**src/rtl/line_follow_pkg.sv**
```systemverilog
// Shared encodings for the line-following rover controller: H-bridge direction
// codes, FSM state encodings and tape classification results.
package line_follow_pkg;

    localparam logic [3:0] DIR_FWD   = 4'b0110;
    localparam logic [3:0] DIR_LEFT  = 4'b1010;
    localparam logic [3:0] DIR_RIGHT = 4'b0101;
    localparam logic [3:0] DIR_STOP  = 4'b0000;

    typedef enum logic [2:0] {
        ST_FOLLOW   = 3'd0,
        ST_AVOID    = 3'd1,
        ST_JUNCTION = 3'd2,
        ST_UTURN    = 3'd3,
        ST_FAULT    = 3'd4
    } state_e;

    typedef enum logic [1:0] {
        CLS_TRACK    = 2'd0,
        CLS_LOST     = 2'd1,
        CLS_JUNC_ALL = 2'd2
    } cls_e;

    // Junction branch is kept as a single bit; 1 selects the left turn.
    function automatic logic [3:0] branch_dir(input logic left);
        return left ? DIR_LEFT : DIR_RIGHT;
    endfunction

endpackage

```
**src/rtl/sync_debounce.sv**
```systemverilog
// Two-flop synchroniser followed by a debouncer: the output takes a new value
// only after DEBOUNCE consecutive identical synchronised samples of it.
module sync_debounce #(
    parameter int            W        = 5,
    parameter int            DEBOUNCE = 4,
    parameter logic [W-1:0]  RST_VAL  = '0
) (
    input  logic         clk,
    input  logic         rst_n,
    input  logic [W-1:0] d_i,
    output logic [W-1:0] q_o
);
    localparam int CW = $clog2(DEBOUNCE + 1);

    logic [W-1:0]  s1_q, s2_q, cand_q, db_q, db_d;
    logic [CW-1:0] cnt_q, cnt_d;

    always_comb begin
        db_d = db_q;
        if (s2_q == db_q)
            cnt_d = '0;
        else if (s2_q != cand_q)
            cnt_d = CW'(1);
        else
            cnt_d = cnt_q + CW'(1);
        if (cnt_d == CW'(DEBOUNCE)) begin
            db_d  = s2_q;
            cnt_d = '0;
        end
    end

    // The synchroniser resets to the idle value too, so leaving reset never
    // looks like an input change.
    always_ff @(posedge clk or negedge rst_n) begin
        if (!rst_n) begin
            s1_q   <= RST_VAL;
            s2_q   <= RST_VAL;
            cand_q <= RST_VAL;
            db_q   <= RST_VAL;
            cnt_q  <= '0;
        end else begin
            s1_q   <= d_i;
            s2_q   <= s1_q;
            cand_q <= s2_q;
            db_q   <= db_d;
            cnt_q  <= cnt_d;
        end
    end

    assign q_o = db_q;

endmodule

```
**src/rtl/line_follow_ctrl.sv**
```systemverilog
// Registered steering controller: debounced tape/cone/junction inputs drive an
// FSM producing H-bridge direction codes, gated by a free-running PWM.
module line_follow_ctrl
    import line_follow_pkg::*;
#(
    parameter int N_SENS   = 3,
    parameter int PWM_W    = 8,
    parameter int DEBOUNCE = 4,
    parameter int TURN_MAX = 50000
) (
    input  logic              clk,
    input  logic              rst_n,
    input  logic [N_SENS-1:0] induct,
    input  logic              proxim,
    input  logic              red,
    input  logic [PWM_W-1:0]  duty,
    output logic [3:0]        motor_in,
    output logic [1:0]        motor_en,
    output logic [2:0]        state_o,
    output logic              cone_seen,
    output logic              fault
);
    localparam int C   = N_SENS / 2;
    localparam int TW  = $clog2(TURN_MAX + 1);
    localparam int PCW = $clog2(N_SENS + 1);

    logic [N_SENS+1:0] db;
    logic [N_SENS-1:0] on;
    logic              prox_db, red_db, red_rise, centre_only;

    sync_debounce #(
        .W        (N_SENS + 2),
        .DEBOUNCE (DEBOUNCE),
        .RST_VAL  ({2'b00, {N_SENS{1'b1}}})
    ) u_sync (
        .clk   (clk),
        .rst_n (rst_n),
        .d_i   ({red, proxim, induct}),
        .q_o   (db)
    );

    assign on      = ~db[N_SENS-1:0];
    assign prox_db = db[N_SENS];
    assign red_db  = db[N_SENS+1];

    state_e           state_q, state_d;
    logic [3:0]       motor_q, motor_d, last_q, last_d;
    logic             branch_q, branch_d, cone_q, cone_d, fault_q, fault_d;
    logic             ured_q, ured_d, red_prev_q;
    logic [TW-1:0]    turn_q, turn_d;
    logic [PWM_W-1:0] pwm_q;

    cls_e           cls;
    logic [3:0]     track_dir;
    logic [PCW-1:0] cnt_l, cnt_r;

    assign red_rise    = red_db & ~red_prev_q;
    assign centre_only = (on == (N_SENS'(1) << C));

    always_comb begin
        cnt_l = '0;
        cnt_r = '0;
        for (int i = C + 1; i < N_SENS; i++) cnt_l = cnt_l + PCW'(on[i]);
        for (int i = 0; i < C; i++)          cnt_r = cnt_r + PCW'(on[i]);
        if (on == '0)      cls = CLS_LOST;
        else if (&on)      cls = CLS_JUNC_ALL;
        else               cls = CLS_TRACK;
        if (cnt_l > cnt_r)      track_dir = DIR_LEFT;
        else if (cnt_r > cnt_l) track_dir = DIR_RIGHT;
        else                    track_dir = DIR_FWD;
    end

    // motor_d is the code for the cycle after the transition, so motor_in
    // lags the debounced inputs by exactly one register.
    always_comb begin
        state_d  = state_q;
        motor_d  = motor_q;
        last_d   = last_q;
        branch_d = branch_q;
        cone_d   = cone_q;
        fault_d  = fault_q;
        ured_d   = ured_q;
        turn_d   = '0;
        case (state_q)
            ST_FOLLOW: begin
                if (prox_db) begin
                    state_d = ST_AVOID;
                    motor_d = DIR_LEFT;
                    cone_d  = 1'b1;
                end else if (red_rise && cone_q) begin
                    state_d = ST_UTURN;
                    ured_d  = 1'b1;
                    motor_d = branch_dir(branch_q);
                end else if (red_rise) begin
                    state_d  = ST_JUNCTION;
                    branch_d = ~branch_q;
                    motor_d  = branch_dir(~branch_q);
                end else if (cls == CLS_TRACK) begin
                    motor_d = track_dir;
                    last_d  = track_dir;
                end else begin
                    motor_d = last_q;
                end
            end
            ST_AVOID: begin
                motor_d = DIR_LEFT;
                cone_d  = 1'b1;
                if (!prox_db) begin
                    state_d = ST_UTURN;
                    ured_d  = 1'b0;
                end
            end
            ST_JUNCTION: begin
                motor_d = branch_dir(branch_q);
                if (!red_db) begin
                    state_d = ST_FOLLOW;
                    cone_d  = 1'b0;
                    last_d  = branch_dir(branch_q);
                end
            end
            ST_UTURN: begin
                motor_d = ured_q ? branch_dir(branch_q) : DIR_LEFT;
                turn_d  = turn_q + TW'(1);
                if (centre_only) begin
                    state_d = ST_FOLLOW;
                    turn_d  = '0;
                end else if (turn_d == TW'(TURN_MAX)) begin
                    state_d = ST_FAULT;
                    motor_d = DIR_STOP;
                    fault_d = 1'b1;
                end
            end
            ST_FAULT: begin
                motor_d = DIR_STOP;
                fault_d = 1'b1;
            end
            default: begin
                state_d = ST_FAULT;
                motor_d = DIR_STOP;
                fault_d = 1'b1;
            end
        endcase
    end

    always_ff @(posedge clk or negedge rst_n) begin
        if (!rst_n) begin
            state_q    <= ST_FOLLOW;
            motor_q    <= DIR_STOP;
            last_q     <= DIR_FWD;
            branch_q   <= 1'b0;
            cone_q     <= 1'b0;
            fault_q    <= 1'b0;
            ured_q     <= 1'b0;
            red_prev_q <= 1'b0;
            turn_q     <= '0;
            pwm_q      <= '0;
        end else begin
            state_q    <= state_d;
            motor_q    <= motor_d;
            last_q     <= last_d;
            branch_q   <= branch_d;
            cone_q     <= cone_d;
            fault_q    <= fault_d;
            ured_q     <= ured_d;
            red_prev_q <= red_db;
            turn_q     <= turn_d;
            pwm_q      <= pwm_q + PWM_W'(1);
        end
    end

    assign motor_in  = motor_q;
    assign motor_en  = (motor_q != DIR_STOP && pwm_q < duty) ? 2'b11 : 2'b00;
    assign state_o   = state_q;
    assign cone_seen = cone_q;
    assign fault     = fault_q;

endmodule
```
**config.mk**
```make
export PLATFORM = sky130hd
export DESIGN_NAME = line_follow_ctrl
export DESIGN_NICKNAME = d
export VERILOG_FILES = /design/src/rtl/line_follow_pkg.sv /design/src/rtl/sync_debounce.sv /design/src/rtl/line_follow_ctrl.sv
export SDC_FILE = /design/constraint.sdc
export NUM_CORES = 1
export LEC_CHECK = 0
export BUFFER_PORTS_ARGS = -buffer_cell sky130_fd_sc_hd__buf_4
export CORE_MARGIN = 1
export CORE_UTILIZATION = 59
export DETAILED_ROUTE_END_ITERATION = 8
export GPL_ROUTABILITY_DRIVEN = 0
export PLACE_DENSITY_LB_ADDON = 0.25
export SYNTH_ARGS = -nofsm -noshare
export SYNTH_HDL_FRONTEND = slang
export SYNTH_SLANG_ARGS = --single-unit
```
**constraint.sdc**
```tcl
create_clock -name clk -period 2.63 [get_ports clk]
set_input_delay 0.6575 -clock clk [delete_from_list [all_inputs] [get_ports clk]]
set_output_delay 0.6575 -clock clk [all_outputs]
set_load 0.01 [all_outputs]
```
==> results.txt, run 1 <==
Hold WC Path Type: flip-flop to flip-flop
CTS tree: built
P_leak: 1.68 nW
Max-slew headroom: 48.8%
number of diodes: 0
Nets: 354
Port-buffer cells: 25
TritonCTS Buffers: 9
Reg2Reg Depth: 7
fin crit share: 98.2%
vias in the first global route: 2088
CP endpoint kind: primary output
final cell count without fillers: 404
crit path cell chain: buf_4 -> inv_4 -> ha_4 -> a21o_1 -> a21o_1 -> a211oi_2 -> o21bai_1 -> a31oi_2 -> buf_4
clock buffer depth: 2
io pins: 26
initial DRC count: 149
worst slew pin tran: 0.766 ns
largest area contributor in the netlist: dfrtp_1
Critical Path Fanout Max: 2
post-synthesis simple-gate area fraction: 17.4%
register area share after synthesis: 50.5%
Post-synth EDFFs: 0
via/cell ratio: 5.60
power per cell area: 713 nW/µm²
layout cells sized above 1: 23.1%
initial core utilization: 61.4%
Routed WL per cell: 13.9 µm
switching power: 0.000744 W
H-Tree Depth: 3
final core utilization: 70.7%
Final min period: 2.58 ns
number of routed nets with antenna violations: 0
DRC: 0
Core Rows: 26
Synth-to-Final Area Change: 15.1%
worst hold stages: 0
slowest cell on the critical path: a211oi_2
Synth Area in Adders: 3.96%
first-pass GRT wire length: 9200 µm
ys flop type: dfrtp_1
CP arrival: 1.92 ns
core area: 5140 µm²
Syn Nets: 327
Max-cap violations: 0
Slew Viols, Final: 0
Die Area: 5650 µm²
largest net degree at the start of global routing: 64
Die X: 75.1 µm
max incr delay on CP: 0.19 ns
Clk pwr share: 32.3%
Clock Skews: 0.0102 ns
Logic pwr share: 22.6%
worst skew pair latency: 0.33 ns
most numerous cell in the Yosys netlist: dfrtp_1
TritonRoute pass-1 iters: 6
Syn Area/Cell: 10.5 µm²
fmax: 387 MHz
Reg power frac: 45.1%
Post-synth top cells: dfrtp_1 (49), nor2_1 (34), nand2_1 (17), xnor2_1 (17), xor2_1 (17)
CTS sink cnt: 63
Cells after Synth: 302
fill count: 409
Setup Viol. Count Final: 0
Place WS: -0.0864 ns
P_int: 0.00185 W
Die Height: 75.1 µm
total global-route track usage: 22.1%
main combinational cell family by area after synthesis: simple AND/OR/NAND/NOR gates
Vias: 2262
Multi-input gate area: 1470 µm²
#FFs+latches synth: 63
post-synth cell types: 51
antenna violations before repair: 0
grt ovf: 0
Async S/R FF share, synth: 100%
switching share of total power: 28.7%
cell area after synthesis: 3160 µm²
Post-Synth XOR/XNOR Area: 9.43%
RSZ-0062 raised after global routing: true
YS warnings: 0
clk slew on worst S/H paths: 0.07 ns
CP Data Required Time: 1.97 ns
setup ws final: 0.0481 ns
wirelength, routed: 5620 µm
mux cell area share after synthesis: 4.16%
kind of critical path: primary input to primary output
FF/Latch Area: 1590 µm²
area share of the largest cell type after synthesis: 38.8%
top cells by area, synth: dfrtp_1 (39%), dfstp_2 (12%), xnor2_1 (4.7%), xor2_1 (4.7%), nor2_1 (4.0%)
Peak VDD IR: 0.414 mV
hold_ws: 0.345 ns
final hold vios: 0
hpwl dp: 3780 µm
placed cell count: 387
Compound-Gate Fraction of Synth Area: 11.0%
status: complete, no violations
CTS root buf: clkbuf_8
CP Launch Type: primary input
Pwr Total: 0.00259 W
[path summary, 6_finish.rpt]
kind | slack [ns] | from | to
setup / recovery | 0.05 | duty[1] | motor_en[1]
hold / removal | 0.34 | u_sync.s1_q[3] | u_sync.s2_q[3]
setup reg to reg | 0.40 | turn_q[0] | motor_in[0]
hold reg to reg | 0.34 | u_sync.s1_q[3] | u_sync.s2_q[3]
max in group asynchronous | 1.73 | rst_n | u_sync.s1_q[3]
min in group asynchronous | 0.40 | rst_n | pwm_q[5]
[flip-flops by register name (all words and copies together) (netlist names)]
| name | flops |
|---|---|
| turn_q | 16 |
| fault | 1 |
| u_sync.s1_q | 5 |
| last_q | 4 |
| pwm_q | 8 |
| motor_in | 4 |
| u_sync.s2_q | 5 |
| u_sync.cnt_q | 3 |
| ured_q | 1 |
| cone_seen | 1 |
| state_o | 3 |
| u_sync.cand_q | 5 |
| branch_q | 1 |
| u_sync.q_o | 5 |
| red_prev_q | 1 |
[power groups by stage]
| stage | clock network (W) | registers [W] | logic, W |
|---|---|---|---|
| finish | 0.000837 | 0.00117 | 0.000585 |
| global route | 0.000902 | 0.00118 | 0.000652 |
| CTS | 0.000854 | 0.00117 | 0.000585 |
| detailed placement | 0 | 0.00118 | 0.000579 |
| global placement | 0 | 0.00118 | 0.000564 |
| floorplan | 0 | 0.00115 | 0.000397 |
[metal layers]
metal / up-vias / share of wire, % / routed length (µm) / global-route usage, %
met1: 1112 / 47 / 2660 / 28.9
met3: 6 / 4.1 / 233 / 5.89
met5: - / 0 / 0 / 0
met4: 0 / 0.85 / 48 / 8.44
li1: 1099 / - / - / -
met2: 45 / 48 / 2680 / 35.5
[cell families after synthesis]
kind of cell	count (synthesis)
compound gates	51
xor+xnor	34
fa+ha+maj	10
buf+inv	28
flops	63
mux	12
simple gates	104
[critical path, delay by kind of cell]
family	cells	cell delay (ns)
buffers and inverters	3	0.30
adders and majority gates	1	0.18
AOI/OAI and AO/OA	5	0.78
[repair_timing]
action | CTS | global route
pin swaps | 6 | 1
hold buffers | 0 | 0
setup endpoints to repair | 2 | 2
gates resized for setup | 3 | 1
endpoints found under the hold margin | 0 | 0
setup buffers | 1 | 0
[through the flow]
stage	cell area, µm²	TNS (ns)
3_5_place_dp	3400	-0.172
6_report	3630	0
2_1_floorplan	3160	0
4_1_cts	3630	0
5_1_grt	3630	-0.133
3_3_place_gp	3400	-0.153
[placed cells by master, fill, tap and decap left out, types with 2 or more instances in the layout]
master	instances
nand2_1	17
nand3b_1	2
a21oi_1	13
dfrtp_1	49
a211o_1	3
inv_1	14
and3_1	3
and4_1	2
a21o_1	4
nand3_1	12
mux2_2	9
nor2b_1	3
nor3_1	7
nor2_1	34
nand2b_1	3
and2b_1	2
xor2_1	17
o21ai_0	9
and2_1	3
nor4_1	2
a31oi_1	3
xnor2_1	17
clkbuf_8	11
a211oi_1	2
nand4_1	7
ha_1	9
dfstp_2	14
buf_4	29
o31ai_1	2
mux2i_1	3
o21bai_1	2
clkbuf_1	2
a211oi_2	2
[area by class of cell]
cell class | count | share of cell area (%)
Multi-Input combinational cell | 211 | 40.6
Clock buffer | 13 | 4.37
Clock inverter | 3 | 1.17
Inverter | 15 | 1.62
Sequential cell | 63 | 43.9
Tap cell | 70 | 2.41
Timing Repair Buffer | 29 | 5.99
Note: power is estimated with default switching activity, not from simulation.
==> inputs of run 2 (changes only) <==
--- a/config.mk
+++ b/config.mk
@@ -10,7 +10,7 @@
 export CORE_UTILIZATION = 59
 export DETAILED_ROUTE_END_ITERATION = 8
 export GPL_ROUTABILITY_DRIVEN = 0
-export PLACE_DENSITY_LB_ADDON = 0.25
+export PLACE_DENSITY = 0.86
 export SYNTH_ARGS = -nofsm -noshare
 export SYNTH_HDL_FRONTEND = slang
 export SYNTH_SLANG_ARGS = --single-unit
==> constraint.sdc (replaced) <==
create_clock -name clk -period 3.3 [get_ports clk]
set_input_delay 0.825 -clock clk [delete_from_list [all_inputs] [get_ports clk]]
set_output_delay 0.825 -clock clk [all_outputs]
set_load 0.01 [all_outputs]
==> run 2 against run 1 <==
  * Setup slack improved by 0.15 ns
  * Sequential cell count is the same
  * Critical path depth stayed put
  * Die area unchanged
  * Clock skew is 0.0030 ns higher
  * Cell count shrank 0.99%
  * Clock power is 21% lower
  * Worst hold slack improved by 0.012 ns
  * Combinational power decreased by 24%
  * Sequential share of layout area grew 0.80 points
==> results.txt, run 2 (synthesized netlist as in run 1, its figures left out) <==
Port-buffer cells: 25
clock buffer depth: 2
Clock Skews: 0.0131 ns
CTS root buf: clkbuf_8
worst skew pair latency: 0.34 ns
R2R Setup Slk: 1.00 ns
initial DRC count: 102
power per cell area: 570 nW/µm²
max incr delay on CP: 0.27 ns
first-pass GRT wire length: 9710 µm
setup ws final: 0.202 ns
grt ovf: 0
via/cell ratio: 5.55
status: complete, no violations
antenna violations before repair: 0
Slew Viols, Final: 0
max reg flops: 16
Design Area, Final: 3570 µm²
CTS sink cnt: 63
commonest non-fill, non-tap cells in the layout: dfrtp_1 (49), nor2_1 (34), buf_4 (25)
Critical Path Fanout Max: 2
Largest delay share family, worst path: compound AO/OA/AOI/OAI gates
final hold vios: 0
Top reg by flops: turn_q
worst slew pin tran: 0.775 ns
fmax: 323 MHz
Die X: 75.1 µm
Core Rows: 26
Peak VDD IR: 0.272 mV
CTS tree: built
hpwl dp: 4030 µm
wirelength, routed: 6000 µm
Nets: 350
clk slew on worst S/H paths: 0.07 ns
Post-CTS Setup Repair Bufs: 0
CP arrival: 2.27 ns
DRC: 0
io pins: 26
Synth-to-Final Area Change: 13.0%
placed cell count: 384
final cell count without fillers: 400
Max-slew headroom: 48.3%
placed cell area: 3380 µm²
hold buffer count at CTS: 0
number of diodes: 0
slowest cell on the critical path: ha_1
CP endpoint kind: primary output
crit path cell chain: buf_4 -> inv_1 -> ha_1 -> a21o_1 -> a21o_1 -> a211oi_1 -> o21bai_1 -> a31oi_1 -> buf_4
number of routed nets with antenna violations: 0
TritonCTS Buffers: 9
post-cts resize count: 0
most common cell after layout, fill and taps aside: dfrtp_1
RSZ-0062 raised after global routing: false
vias in the first global route: 2117
Largest regs: turn_q (16), pwm_q (8)
hold_ws: 0.357 ns
initial core utilization: 61.4%
Vias: 2218
setup_tns: 0 ns
Buf/Inv on CP: 3
Routed WL per cell: 15.0 µm
Die Height: 75.1 µm
H-Tree Depth: 3
P_leak: 1.66 nW
kind of critical path: primary input to primary output
Place WS: 0.194 ns
CP Data Required Time: 2.47 ns
total global-route track usage: 23.7%
fin crit share: 93.9%
Max-cap violations: 0
Final min period: 3.10 ns
largest net degree at the start of global routing: 64
Setup Viol. Count Final: 0
Hold WC Path Type: flip-flop to flip-flop
core area: 5140 µm²
layout cells sized above 1: 20.9%
Die Area: 5650 µm²
CP Launch Type: primary input
TritonRoute pass-1 iters: 4
[run 2: metrics by stage]
stage / total power, W / util, %
after CTS: 0.00204 / 69.4
final: 0.00203 / 69.4
after detailed placement: 0.00138 / 65.7
after global routing: 0.00214 / 69.4
after floorplan: 0.00124 / -
after global placement: 0.00136 / 65.7
[run 2: worst paths after layout]
| kind | start | to | depth (start not counted) |
|---|---|---|---|
| max | duty[1] | motor_en[1] | 9 |
| min | u_sync.s1_q[3] | u_sync.s2_q[3] | 0 |
| max reg2reg | turn_q[0] | motor_in[0] | 7 |
| min reg2reg | u_sync.s1_q[3] | u_sync.s2_q[3] | 0 |
| max in group asynchronous | rst_n | u_sync.cnt_q[1] | 1 |
| min in group asynchronous | rst_n | state_o[0] | 1 |
[run 2: per-layer routing]
layer  track usage [%]  vias up  wire [µm]
met1              29.0     1064       2630
li1                  -     1086          -
met5                 0        -          0
met3              8.17       13        242
met2              38.9       55       3000
met4              9.26        0        122
[run 2: cell type report]
class / count / area, µm²
well taps: 70 / 87.6
fillers: 394 / 1570
clock inverters: 4 / 47.5
clock buffers: 12 / 145
multi-input cells: 211 / 1450
inverters: 15 / 56.3
repair buffers: 25 / 188
flip-flops and latches: 63 / 1590
[run 2: power by group]
part / switching, W / internal [W] / leakage (nW) / total, W
Combinational: 0.000228 / 0.000214 / 0.781 / 0.000443
Clock: 0.000291 / 0.000367 / 0.0964 / 0.000658
Sequential: 0.0000804 / 0.000853 / 0.782 / 0.000933
Total: 0.000600 / 0.00143 / 1.66 / 0.00203
